$ cat src/rtl/multi_byte_addsub_seq_pkg.sv
// ---------------------------------------------------------------------------
// multi_byte_addsub_seq_pkg
//   Shared types and constants for the byte-serial add/subtract sequencer.
//   - state_e : sequencer states (IDLE=0, RUN=1, DONE=2)
//   - BYTE_W  : width of the shared adder datapath (8 bits)
// ---------------------------------------------------------------------------
package multi_byte_addsub_seq_pkg;

    localparam int BYTE_W = 8;

    typedef enum logic [1:0] {
        ST_IDLE = 2'd0,
        ST_RUN  = 2'd1,
        ST_DONE = 2'd2
    } state_e;

endpackage : multi_byte_addsub_seq_pkg

$ cat src/rtl/multi_byte_addsub_seq_if.sv
// ---------------------------------------------------------------------------
// multi_byte_addsub_seq_if
//   Request/response bundle between a controller and the sequencer.
//   Parameter NBYTES: operand width in bytes (W = 8*NBYTES).
//   Signals:
//     start, op_sub, a[W], b[W]                  controller -> sequencer
//     busy, done, result[W], carry_out, overflow sequencer  -> controller
//   Modports:
//     master : the requesting controller
//     slave  : the sequencer
// ---------------------------------------------------------------------------
interface multi_byte_addsub_seq_if #(
    parameter int NBYTES = 4
);
    localparam int W = 8 * NBYTES;

    logic         start;
    logic         op_sub;
    logic [W-1:0] a;
    logic [W-1:0] b;
    logic         busy;
    logic         done;
    logic [W-1:0] result;
    logic         carry_out;
    logic         overflow;

    modport master (
        output start, op_sub, a, b,
        input  busy, done, result, carry_out, overflow
    );

    modport slave (
        input  start, op_sub, a, b,
        output busy, done, result, carry_out, overflow
    );

endinterface : multi_byte_addsub_seq_if

$ cat src/rtl/multi_byte_addsub_seq_adder.sv
// ---------------------------------------------------------------------------
// eightBitAdder
//   Shared 8-bit add/subtract core.
//   Ports:
//     a[8], b[8] : operands
//     Cin0       : carry into bit 0
//     subtract   : 1 inverts b inside the core (caller still supplies the
//                  carry-in used to complete the two's complement)
//     C7         : carry out of bit 7
//     sum[8]     : result byte
// ---------------------------------------------------------------------------
module eightBitAdder (
    input  logic [7:0] a,
    input  logic [7:0] b,
    input  logic       Cin0,
    input  logic       subtract,
    output logic       C7,
    output logic [7:0] sum
);

    logic [7:0] b_eff;
    logic [8:0] total;

    assign b_eff = b ^ {8{subtract}};
    assign total = {1'b0, a} + {1'b0, b_eff} + {8'd0, Cin0};
    assign sum   = total[7:0];
    assign C7    = total[8];

endmodule : eightBitAdder

$ cat src/rtl/multi_byte_addsub_seq.sv
// ---------------------------------------------------------------------------
// multi_byte_addsub_seq
//   Performs an NBYTES-wide add or subtract by running one byte per clock
//   through a single shared 8-bit adder, least-significant byte first, with
//   the carry chained through a register.
//
//   Parameter NBYTES (>= 2): operand width in bytes, W = 8*NBYTES.
//   Ports:
//     clk   : rising-edge clock
//     rst_n : asynchronous active-low reset
//     bus   : multi_byte_addsub_seq_if.slave
//             start/op_sub/a/b captured in IDLE; busy high during RUN;
//             done pulses one cycle with result/carry_out/overflow valid,
//             which then hold until the next completion.
//
//   Optional feature macro: ADDSUB_SEQ_OVERFLOW_EN
//     defined   -> overflow reports signed overflow of the last operation
//     undefined -> overflow is tied to 0
// ---------------------------------------------------------------------------
module multi_byte_addsub_seq
    import multi_byte_addsub_seq_pkg::*;
#(
    parameter int NBYTES = 4
) (
    input  logic                          clk,
    input  logic                          rst_n,
    multi_byte_addsub_seq_if.slave        bus
);

    localparam int W     = BYTE_W * NBYTES;
    localparam int IDX_W = (NBYTES > 1) ? $clog2(NBYTES) : 1;
    localparam logic [IDX_W-1:0] LAST_IDX = IDX_W'(NBYTES - 1);

    state_e           state_q,     state_d;
    logic [IDX_W-1:0] idx_q,       idx_d;
    logic [W-1:0]     a_q,         a_d;
    logic [W-1:0]     b_q,         b_d;       // already inverted for subtract
    logic             carry_q,     carry_d;
    logic [W-9:0]     work_q,      work_d;    // bytes committed so far
    logic [W-1:0]     result_q,    result_d;
    logic             carry_out_q, carry_out_d;

    logic [7:0]       add_a;
    logic [7:0]       add_b;
    logic [7:0]       add_sum;
    logic             add_co;
    logic [W-1:0]     shifted;

    // The top byte of the next working value is the sum being produced now.
    // On the last byte this is the complete result, so it is written straight
    // to the result register and the working register never needs the top byte.
    assign add_a   = a_q[int'(idx_q) * BYTE_W +: BYTE_W];
    assign add_b   = b_q[int'(idx_q) * BYTE_W +: BYTE_W];
    assign shifted = {add_sum, work_q};

    eightBitAdder u_adder (
        .a        (add_a),
        .b        (add_b),
        .Cin0     (carry_q),
        .subtract (1'b0),
        .C7       (add_co),
        .sum      (add_sum)
    );

`ifdef ADDSUB_SEQ_OVERFLOW_EN
    logic overflow_q, overflow_d;
`endif

    always_comb begin
        state_d     = state_q;
        idx_d       = idx_q;
        a_d         = a_q;
        b_d         = b_q;
        carry_d     = carry_q;
        work_d      = work_q;
        result_d    = result_q;
        carry_out_d = carry_out_q;
`ifdef ADDSUB_SEQ_OVERFLOW_EN
        overflow_d  = overflow_q;
`endif

        case (state_q)
            ST_IDLE: begin
                if (bus.start) begin
                    // Subtraction is a + ~b + 1: invert b once here and seed
                    // the carry chain with 1.
                    a_d     = bus.a;
                    b_d     = bus.op_sub ? ~bus.b : bus.b;
                    carry_d = bus.op_sub;
                    idx_d   = '0;
                    work_d  = '0;
                    state_d = ST_RUN;
                end
            end

            ST_RUN: begin
                work_d  = shifted[W-1:BYTE_W];
                carry_d = add_co;
                idx_d   = idx_q + IDX_W'(1);
                if (idx_q == LAST_IDX) begin
                    idx_d       = '0;
                    result_d    = shifted;
                    carry_out_d = add_co;
`ifdef ADDSUB_SEQ_OVERFLOW_EN
                    overflow_d  = (a_q[W-1] == b_q[W-1]) &&
                                  (shifted[W-1] != a_q[W-1]);
`endif
                    state_d     = ST_DONE;
                end
            end

            ST_DONE: begin
                state_d = ST_IDLE;
            end

            default: begin
                state_d = ST_IDLE;
            end
        endcase
    end

    always_ff @(posedge clk or negedge rst_n) begin
        if (!rst_n) begin
            state_q     <= ST_IDLE;
            idx_q       <= '0;
            a_q         <= '0;
            b_q         <= '0;
            carry_q     <= 1'b0;
            work_q      <= '0;
            result_q    <= '0;
            carry_out_q <= 1'b0;
        end else begin
            state_q     <= state_d;
            idx_q       <= idx_d;
            a_q         <= a_d;
            b_q         <= b_d;
            carry_q     <= carry_d;
            work_q      <= work_d;
            result_q    <= result_d;
            carry_out_q <= carry_out_d;
        end
    end

`ifdef ADDSUB_SEQ_OVERFLOW_EN
    always_ff @(posedge clk or negedge rst_n) begin
        if (!rst_n) begin
            overflow_q <= 1'b0;
        end else begin
            overflow_q <= overflow_d;
        end
    end

    assign bus.overflow = overflow_q;
`else
    assign bus.overflow = 1'b0;
`endif

    assign bus.busy      = (state_q == ST_RUN);
    assign bus.done      = (state_q == ST_DONE);
    assign bus.result    = result_q;
    assign bus.carry_out = carry_out_q;

endmodule : multi_byte_addsub_seq

$ cat src/flat_wrapper.sv
// flat-port wrapper written by rule: the top's interface ports become plain ports
module multi_byte_addsub_seq_flat import multi_byte_addsub_seq_pkg::*;
#(
    parameter int NBYTES = 4
)
  (clk, rst_n, bus_start, bus_op_sub, bus_a, bus_b, bus_busy, bus_done, bus_result, bus_carry_out, bus_overflow);
  multi_byte_addsub_seq_if #(.NBYTES(NBYTES)) bus_i ();
  input  logic clk;
  input  logic rst_n;
  input wire logic [$bits(bus_i.start)-1:0] bus_start;
  input wire logic [$bits(bus_i.op_sub)-1:0] bus_op_sub;
  input wire logic [$bits(bus_i.a)-1:0] bus_a;
  input wire logic [$bits(bus_i.b)-1:0] bus_b;
  output wire logic [$bits(bus_i.busy)-1:0] bus_busy;
  output wire logic [$bits(bus_i.done)-1:0] bus_done;
  output wire logic [$bits(bus_i.result)-1:0] bus_result;
  output wire logic [$bits(bus_i.carry_out)-1:0] bus_carry_out;
  output wire logic [$bits(bus_i.overflow)-1:0] bus_overflow;
  assign bus_i.start = bus_start;
  assign bus_i.op_sub = bus_op_sub;
  assign bus_i.a = bus_a;
  assign bus_i.b = bus_b;
  assign bus_busy = bus_i.busy;
  assign bus_done = bus_i.done;
  assign bus_result = bus_i.result;
  assign bus_carry_out = bus_i.carry_out;
  assign bus_overflow = bus_i.overflow;
  multi_byte_addsub_seq #(.NBYTES(NBYTES)) u_core (.clk(clk), .rst_n(rst_n), .bus(bus_i));
endmodule
$ cat config.mk
export PLATFORM = sky130hd
export DESIGN_NAME = multi_byte_addsub_seq_flat
export DESIGN_NICKNAME = d
export VERILOG_FILES = /design/src/rtl/multi_byte_addsub_seq_pkg.sv /design/src/rtl/multi_byte_addsub_seq_if.sv /design/src/rtl/multi_byte_addsub_seq_adder.sv /design/src/rtl/multi_byte_addsub_seq.sv /design/src/flat_wrapper.sv
export SDC_FILE = /design/constraint.sdc
export NUM_CORES = 1
export LEC_CHECK = 0
export ABC_CLOCK_PERIOD_IN_PS = 3200
export CAP_MARGIN = 10
export CORE_MARGIN = 2
export CORE_UTILIZATION = 47
export CTS_CLUSTER_DIAMETER = 80
export DETAILED_ROUTE_END_ITERATION = 16
export PLACE_DENSITY = 0.76
export SYNTH_ARGS = -nofsm -noshare
export SYNTH_HDL_FRONTEND = slang
export SYNTH_SLANG_ARGS = --single-unit
$ cat constraint.sdc
create_clock -name clk -period 3.2 [get_ports clk]
set_input_delay 0.32 -clock clk [delete_from_list [all_inputs] [get_ports clk]]
set_output_delay 0.32 -clock clk [all_outputs]
set_load 0.02 [all_outputs]
# Word level (Yosys, flattened, before mapping)
# Index checks and enable logic that the tools add are counted.
[word_totals] regBits=126 latchBits=0 ramBits=0 romBits=0 input_bits=68 memories=0
[classes] n_addsub=3 multipliers=0 div_mod_pow=0 order_cmp=0 eq_ne=5 shift=2 n_mux=11 n_bitwise=1 reduce_logical=6
[ops] operator="32-bit by 6-bit variable part select with 8-bit output" n=2
[ops] operator="24-bit one-hot mux with 2 select lines" n=1
[ops] operator="32-bit two-way mux" n=1
[ops] operator="32-bit inverter" n=1
[ops] operator="24-bit two-way mux" n=1
[ops] operator="8-bit by 8-bit adder with 9-bit output" n=1
[ops] operator="9-bit by 1-bit adder with 9-bit output" n=1
[ops] operator="2-bit two-way mux" n=4
[ops] operator="2-bit one-hot mux with 2 select lines" n=2
[ops] operator="2-bit AND reduction" n=4
[ops] operator="2-bit equality test (second input constant)" n=2
[ops] operator="2-bit by 1-bit adder with 2-bit output (second input constant)" n=1
[ops] operator="2-bit by 1-bit equality test with 1-bit output (second input constant)" n=1
[ops] operator="2-bit zero test" n=1
[ops] operator="2-bit by 1-bit inequality test with 1-bit output (second input constant)" n=1
[ops] operator="2-bit inequality test (second input constant)" n=1
[ops] operator="1-bit one-hot mux with 2 select lines" n=1
[ops] operator="2-bit nonzero test" n=1
[ops] operator="1-bit two-way mux" n=1

# Longest topological paths before layout
[depth] word_depth=4 ltp_mapped=11 ltp_nobuf=9

# Hierarchy
# From an unflattened synthesis, not the netlist that was laid out.
[unflattened] hier_cells=391 area_unflattened_um2=6128.4
[modules_own_cells] module="multi_byte_addsub_seq" instances=1 cells_per_inst=338 area_each_um2=5710.5
[modules_own_cells] module="eightBitAdder" instances=1 cells_per_inst=53 area_each_um2=417.9

# Least setup slack after synthesis
# OpenSTA, ideal clock, no wires.
[synth_path] path_kind="flip-flop to flip-flop" start="reg u_core.idx_q[0]" end="reg u_core.carry_q" setup_time_ps=124 arrival_time_ps=2961 required_time_ps=3076 path_slack_ps=115 stages_incl_launch_ff=12 period_less_slack_ps=3085 cell_sequence="dfrtp_1 buf_2 buf_2 mux4_2 fa_1 inv_1 fa_1 nor2b_1 o31a_1 o2111ai_1 a21oi_1 a211o_1"
[synth_via] elab_chain_len=4 elab_cells_between_ends=5
[synth_lines] element="from (decl)" line="multi_byte_addsub_seq.sv:35" rtl="logic [IDX_W-1:0] idx_q, idx_d;"
[synth_lines] element="from (signal assigned)" line="multi_byte_addsub_seq.sv:134" rtl="idx_q <= idx_d;"
[synth_lines] element="32-bit by 6-bit variable part select with 8-bit output, on equally long branches" line="multi_byte_addsub_seq.sv:52, multi_byte_addsub_seq.sv:53"
[synth_lines] element="8-bit by 8-bit adder with 9-bit output (*)" line="multi_byte_addsub_seq_adder.sv:25" rtl="assign total = {1'b0, a} + {1'b0, b_eff} + {8'd0, Cin0};"
[synth_lines] element="9-bit by 1-bit adder with 9-bit output (*)" line="multi_byte_addsub_seq_adder.sv:25"
[synth_lines] element="1-bit one-hot mux with 2 select lines (*)" line="multi_byte_addsub_seq.sv:82" rtl="case (state_q)"
[synth_lines] element="to (signal assigned)" line="multi_byte_addsub_seq.sv:137" rtl="carry_q <= carry_d;"
[synth_lines] element="to (decl)" line="multi_byte_addsub_seq.sv:38" rtl="logic carry_q, carry_d;"
# Mark *: on every way between the ends. The rest lies on a longest branch, timed or not.
# A chain may end at the register's enable or synchronous reset.

# Worst setup path in the final report
[layout_path] start="reg u_core.idx_q[0]" end="reg u_core.result_q[30], in the netlist u_core.bus.result[30]"
[layout_via] elab_chain_len=3 elab_cells_between_ends=6
[layout_lines] element="32-bit by 6-bit variable part select with 8-bit output, on equally long branches" line="multi_byte_addsub_seq.sv:52, multi_byte_addsub_seq.sv:53"
[layout_lines] element="8-bit by 8-bit adder with 9-bit output" line="multi_byte_addsub_seq_adder.sv:25"
[layout_lines] element="9-bit by 1-bit adder with 9-bit output" line="multi_byte_addsub_seq_adder.sv:25"
[layout_lines] element="to (signal assigned)" line="multi_byte_addsub_seq.sv:139" rtl="result_q <= result_d;"
[layout_lines] element="to (decl)" line="multi_byte_addsub_seq.sv:40" rtl="logic [W-1:0] result_q, result_d;"
# Parallel ways exist; a longest one is shown, timed or not.

==> results.md <==
- The total number of placement rows is 39.
- The root buffer cell chosen for the clock tree is sky130_fd_sc_hd__clkbuf_16.
- The cell area after technology mapping is approximately 5600 um2.
- For this block, wires on met1 add up to about 5100 um.
- For this run, the slowest stage of the critical path takes roughly 0.6 ns.
- The layout overhead on the synthesized area is 31.9%.
- The leakage power figure is between 0.003 and 0.004 uW.
- The region available for standard cell placement spans around 12000 um2.
- The flow ran to the end, but the final reports show violations.
- Counting along the longest clock path gives a buffer depth of 2.
- The count of pins over their slew limit came to 0.
- The repair_antennas step left the layout with diodes totalling 0.
- In the layout the commonest cells are sky130_fd_sc_hd__dfrtp_1 (126), sky130_fd_sc_hd__clkdlybuf4s50_1 (100), sky130_fd_sc_hd__mux2_1 (58), sky130_fd_sc_hd__a21oi_1 (39), sky130_fd_sc_hd__nor2_1 (36).
- The die covers between 10000 and 15000 um2.
- The number of distinct standard cells referenced by the synthesized netlist is 38.
- The met2 wirelength from detailed routing is between 6000 and 7000 um.
- The number of CTS-inserted buffers is 17.
- The library cell used most frequently in the layout, excluding fill and tap cells, is sky130_fd_sc_hd__dfrtp_1.
- The checks that failed: DRC.
- The setup TNS after final layout is 0 ns.
- The worst setup path is of the reg2reg kind.
- The final critical delay including setup and external delays is 2.98 ns.
- Clock-pin slew was measured on the worst setup and hold paths at approximately 0.06 ns.
- Headroom to the max-slew limit came out at roughly two fifths.
- For this run the aggregate overflow at the end of global routing stands at 0.
- The async set-reset flop share out of synthesis is 100%.
- For the worst setup path, the data required time is 3.46 ns.
- After layout, the worst path uses between 90% and 100% of the clock period.
- The first detailed-routing pass took 10 iterations.
- The transition time at the pin with the least slew margin is 0.872 ns.
- The largest fanout of any net on the critical path is 6.
- The primary flip-flop cell chosen by synthesis mapping is sky130_fd_sc_hd__dfrtp_1.
- Excluding fillers, the count of instances in the completed layout stands at around 680.
- The routed wire length per instance is 17.8 um.
- The clock tree synthesis step divided the H-tree into 4 levels.
- The all-layer global routing usage is 20.2%.
- The number of DRC markers in iteration 0 is 180.
- Entering global routing, the biggest net connects a little under 100 pins.
- Setup violations remaining at the end of the flow were counted as 0.
- Data on the critical path arrives at its endpoint at around 3.2 ns.
- For this design the ratio of total power to cell area is 1220 nW/um2.
- CTS saw approximately 130 sinks.
- The kind of launch point of the worst setup path is a flip-flop.
- Measured on the finished design, the core utilization comes to roughly 64%.
- The number of top-level pins is between 100 and 150.
- The detail route stage leaves a number of antenna-violating nets equal to 0.
- The cell with the largest stage delay on the worst path is sky130_fd_sc_hd__mux4_2.
- Summed over all nets, wire length on met3 after detailed routing comes to between 600 and 700 um.
- The count of input and output buffers is about 100.
- For this run, the number of Yosys warnings is 0.
- The total count of hold-check failures in the final report came to 0.
- The first global-routing pass estimated ~20000 um of wire.
- STA classifies the critical path endpoint as a flip-flop.
- The number of fillers in the final layout is slightly below 900.
- The routed layout has around 3700 vias.
- Setup repair after global routing left no endpoint under its margin.
- The number of flip-flops and latches in the synthesized netlist is 126.
- After detailed routing, the number of vias per cell comes to 5.40.
- The clock tree from TritonCTS is done.
- Counting every instance in the synthesized netlist gives approximately 420.
- The number of placed cells counting well taps is approximately 650.
- By instance count, the cell type seen most on the critical path is sky130_fd_sc_hd__fa_1.
- The worst slack on hold paths is between 0.4 and 0.5 ns.
- Each instance of the synthesized netlist takes up on average between 10 and 15 um2.
- The number of enable-type register cells in the synthesized netlist is 0.
- Routed signal wires occupy layers up through met4.
- The critical path goes through mux4_2 -> fa_1 -> inv_1 -> fa_1 -> nor2b_1 -> o31a_1 -> o21ai_1 -> nor3b_2 -> o31ai_1.
- In this run the horizontal extent of the chip is roughly 110 um.
- The min-delay analysis places its worst path in the category in2async.
- Across the VDD grid, the largest voltage drop is approximately 570 uV.
- The vertical die dimension is 113 um.
- The HPWL after detailed placement is 8410 um.
- The remaining design rule violation count is 6.
- The initial antenna violation count is 0.
- Max-cap violations in this run came to 0.
- The starting density of the core is 48.7%.
- The post-synth net total is 502.
- The final layout contains about 610 nets.
- The final weighted congestion of routability-driven global placement is 0.876.
- Based on the critical path, the design can be clocked at up to around 340 MHz.
- Sequential cells were found to cover a little under three fifths of the synthesized design area.
- The via count of the first global-routing pass is ~4000.
- The post-detailed-routing wire length is between 10000 and 15000 um.
- On the final layout, the worst clock skew is 0.0111 ns.
- For the worst-skew pair, the clock arrives at the later sink with an insertion delay of a little over 0.4 ns.
- The ratio of cells with drive above 1 in the final layout is between 10% and 20%.
-- synthesized netlist by cell type, types with 2 or more instances --
| library cell | instances | area, um2 |
|---|---|---|
| sky130_fd_sc_hd__buf_6 | 2 | 22.5 |
| sky130_fd_sc_hd__o21ai_0 | 4 | 20.0 |
| sky130_fd_sc_hd__mux4_2 | 16 | 360 |
| sky130_fd_sc_hd__mux2_1 | 58 | 653 |
| sky130_fd_sc_hd__a22o_1 | 20 | 175 |
| sky130_fd_sc_hd__inv_2 | 2 | 7.51 |
| sky130_fd_sc_hd__o21ai_1 | 8 | 40.0 |
| sky130_fd_sc_hd__o21bai_1 | 3 | 22.5 |
| sky130_fd_sc_hd__clkbuf_1 | 9 | 33.8 |
| sky130_fd_sc_hd__ha_1 | 8 | 100 |
| sky130_fd_sc_hd__nand2_1 | 12 | 45.0 |
| sky130_fd_sc_hd__nor2b_1 | 2 | 12.5 |
| sky130_fd_sc_hd__o31ai_1 | 3 | 22.5 |
| sky130_fd_sc_hd__nor2_1 | 36 | 135 |
| sky130_fd_sc_hd__buf_2 | 15 | 75.1 |
| sky130_fd_sc_hd__xnor2_1 | 33 | 289 |
| sky130_fd_sc_hd__xor2_1 | 3 | 26.3 |
| sky130_fd_sc_hd__a21oi_1 | 39 | 195 |
| sky130_fd_sc_hd__inv_1 | 5 | 18.8 |
| sky130_fd_sc_hd__dfrtp_1 | 126 | 3150 |
| sky130_fd_sc_hd__nand2b_1 | 2 | 12.5 |
| sky130_fd_sc_hd__fa_1 | 2 | 40.0 |
-- stage by stage --
step | total power, uW | worst slack [ns] | area (um2)
2_1_floorplan | 5590 | 0.115 | 5610
3_3_place_gp | 6710 | 0.369 | 6760
3_5_place_dp | 6940 | 0.219 | 6760
4_1_cts | 9040 | 0.0757 | 7390
5_1_grt | 9550 | 0.0681 | 7390
6_report | 8990 | 0.218 | 7390
-- layout make-up --
type	count	area (um2)	area share (%)
clock buffers	21	450	6.09
clock inverters	11	165	2.23
inverters	7	26.3	0.355
multi-input cells	264	2300	31.1
flip-flops and latches	126	3150	42.7
well taps	143	179	2.42
repair buffers	112	1120	15.1
-- state kept, by name, indices dropped and copies added, names as in the netlist --
name and cells:
u_core.bus.result 32, u_core.b_q 32, u_core.carry_q 1, u_core.a_q 32
u_core.bus.carry_out 1, u_core.work_q 24, u_core.state_q 2, u_core.idx_q 2
-- final timing paths --
| check | cells past startpoint | endpoint | start | slack, ns |
|---|---|---|---|---|
| worst max-delay path | 9 | u_core.bus.result[30] | u_core.idx_q[0] | 0.22 |
| worst min-delay path | 2 | u_core.bus.result[3] | rst_n | 0.47 |
| worst max register to register | 9 | u_core.bus.result[30] | u_core.idx_q[0] | 0.22 |
| worst min register to register | 1 | u_core.a_q[2] | u_core.a_q[2] | 0.49 |
| max in group asynchronous | 3 | u_core.bus.result[16] | rst_n | 1.91 |
| min in group clk | 1 | u_core.a_q[2] | u_core.a_q[2] | 0.49 |
-- repair_timing --
item / in CTS / in global routing
hold endpoints to repair: 47 / 0
hold buffers: 1 / 0
buffers inserted: 0 / 0
gates resized for setup: 0 / 1
setup endpoints to repair: 0 / 2
-- where the power goes --
part           switching [uW]  internal, uW
Sequential                527          2390
Combinational            2090          1980
Clock                     678          1320
Total                    3300          5700
-- cells by family after synthesis --
family,count (synthesis),synth area share [%]
and+or+nand+nor,56,4.26
muxes,75,18.3
DFF,126,56.2
adders and majority gates,10,2.50
xor gates and xnor gates,36,5.63
AOI/OAI and AO/OA,86,10.0
other,1,0.0669
buffers and inverters,34,2.95
-- worst max-delay path: cells and delay by family (launching register included) --
family | cells | cell delay [ns]
simple gates | 2 | 0.38
compound gates | 3 | 0.57
buf+inv | 1 | 0.10
fa+ha+maj | 2 | 0.69
flops | 1 | 0.51
mux | 1 | 0.60
-- layer usage --
layer	global-route usage, %	vias to the layer above
li1	-	1708
met1	25.7	1849
met2	33.3	117
met3	4.93	19
met4	8.46	0
met5	0	-
No activity file was read; power rests on OpenSTA's default activity.
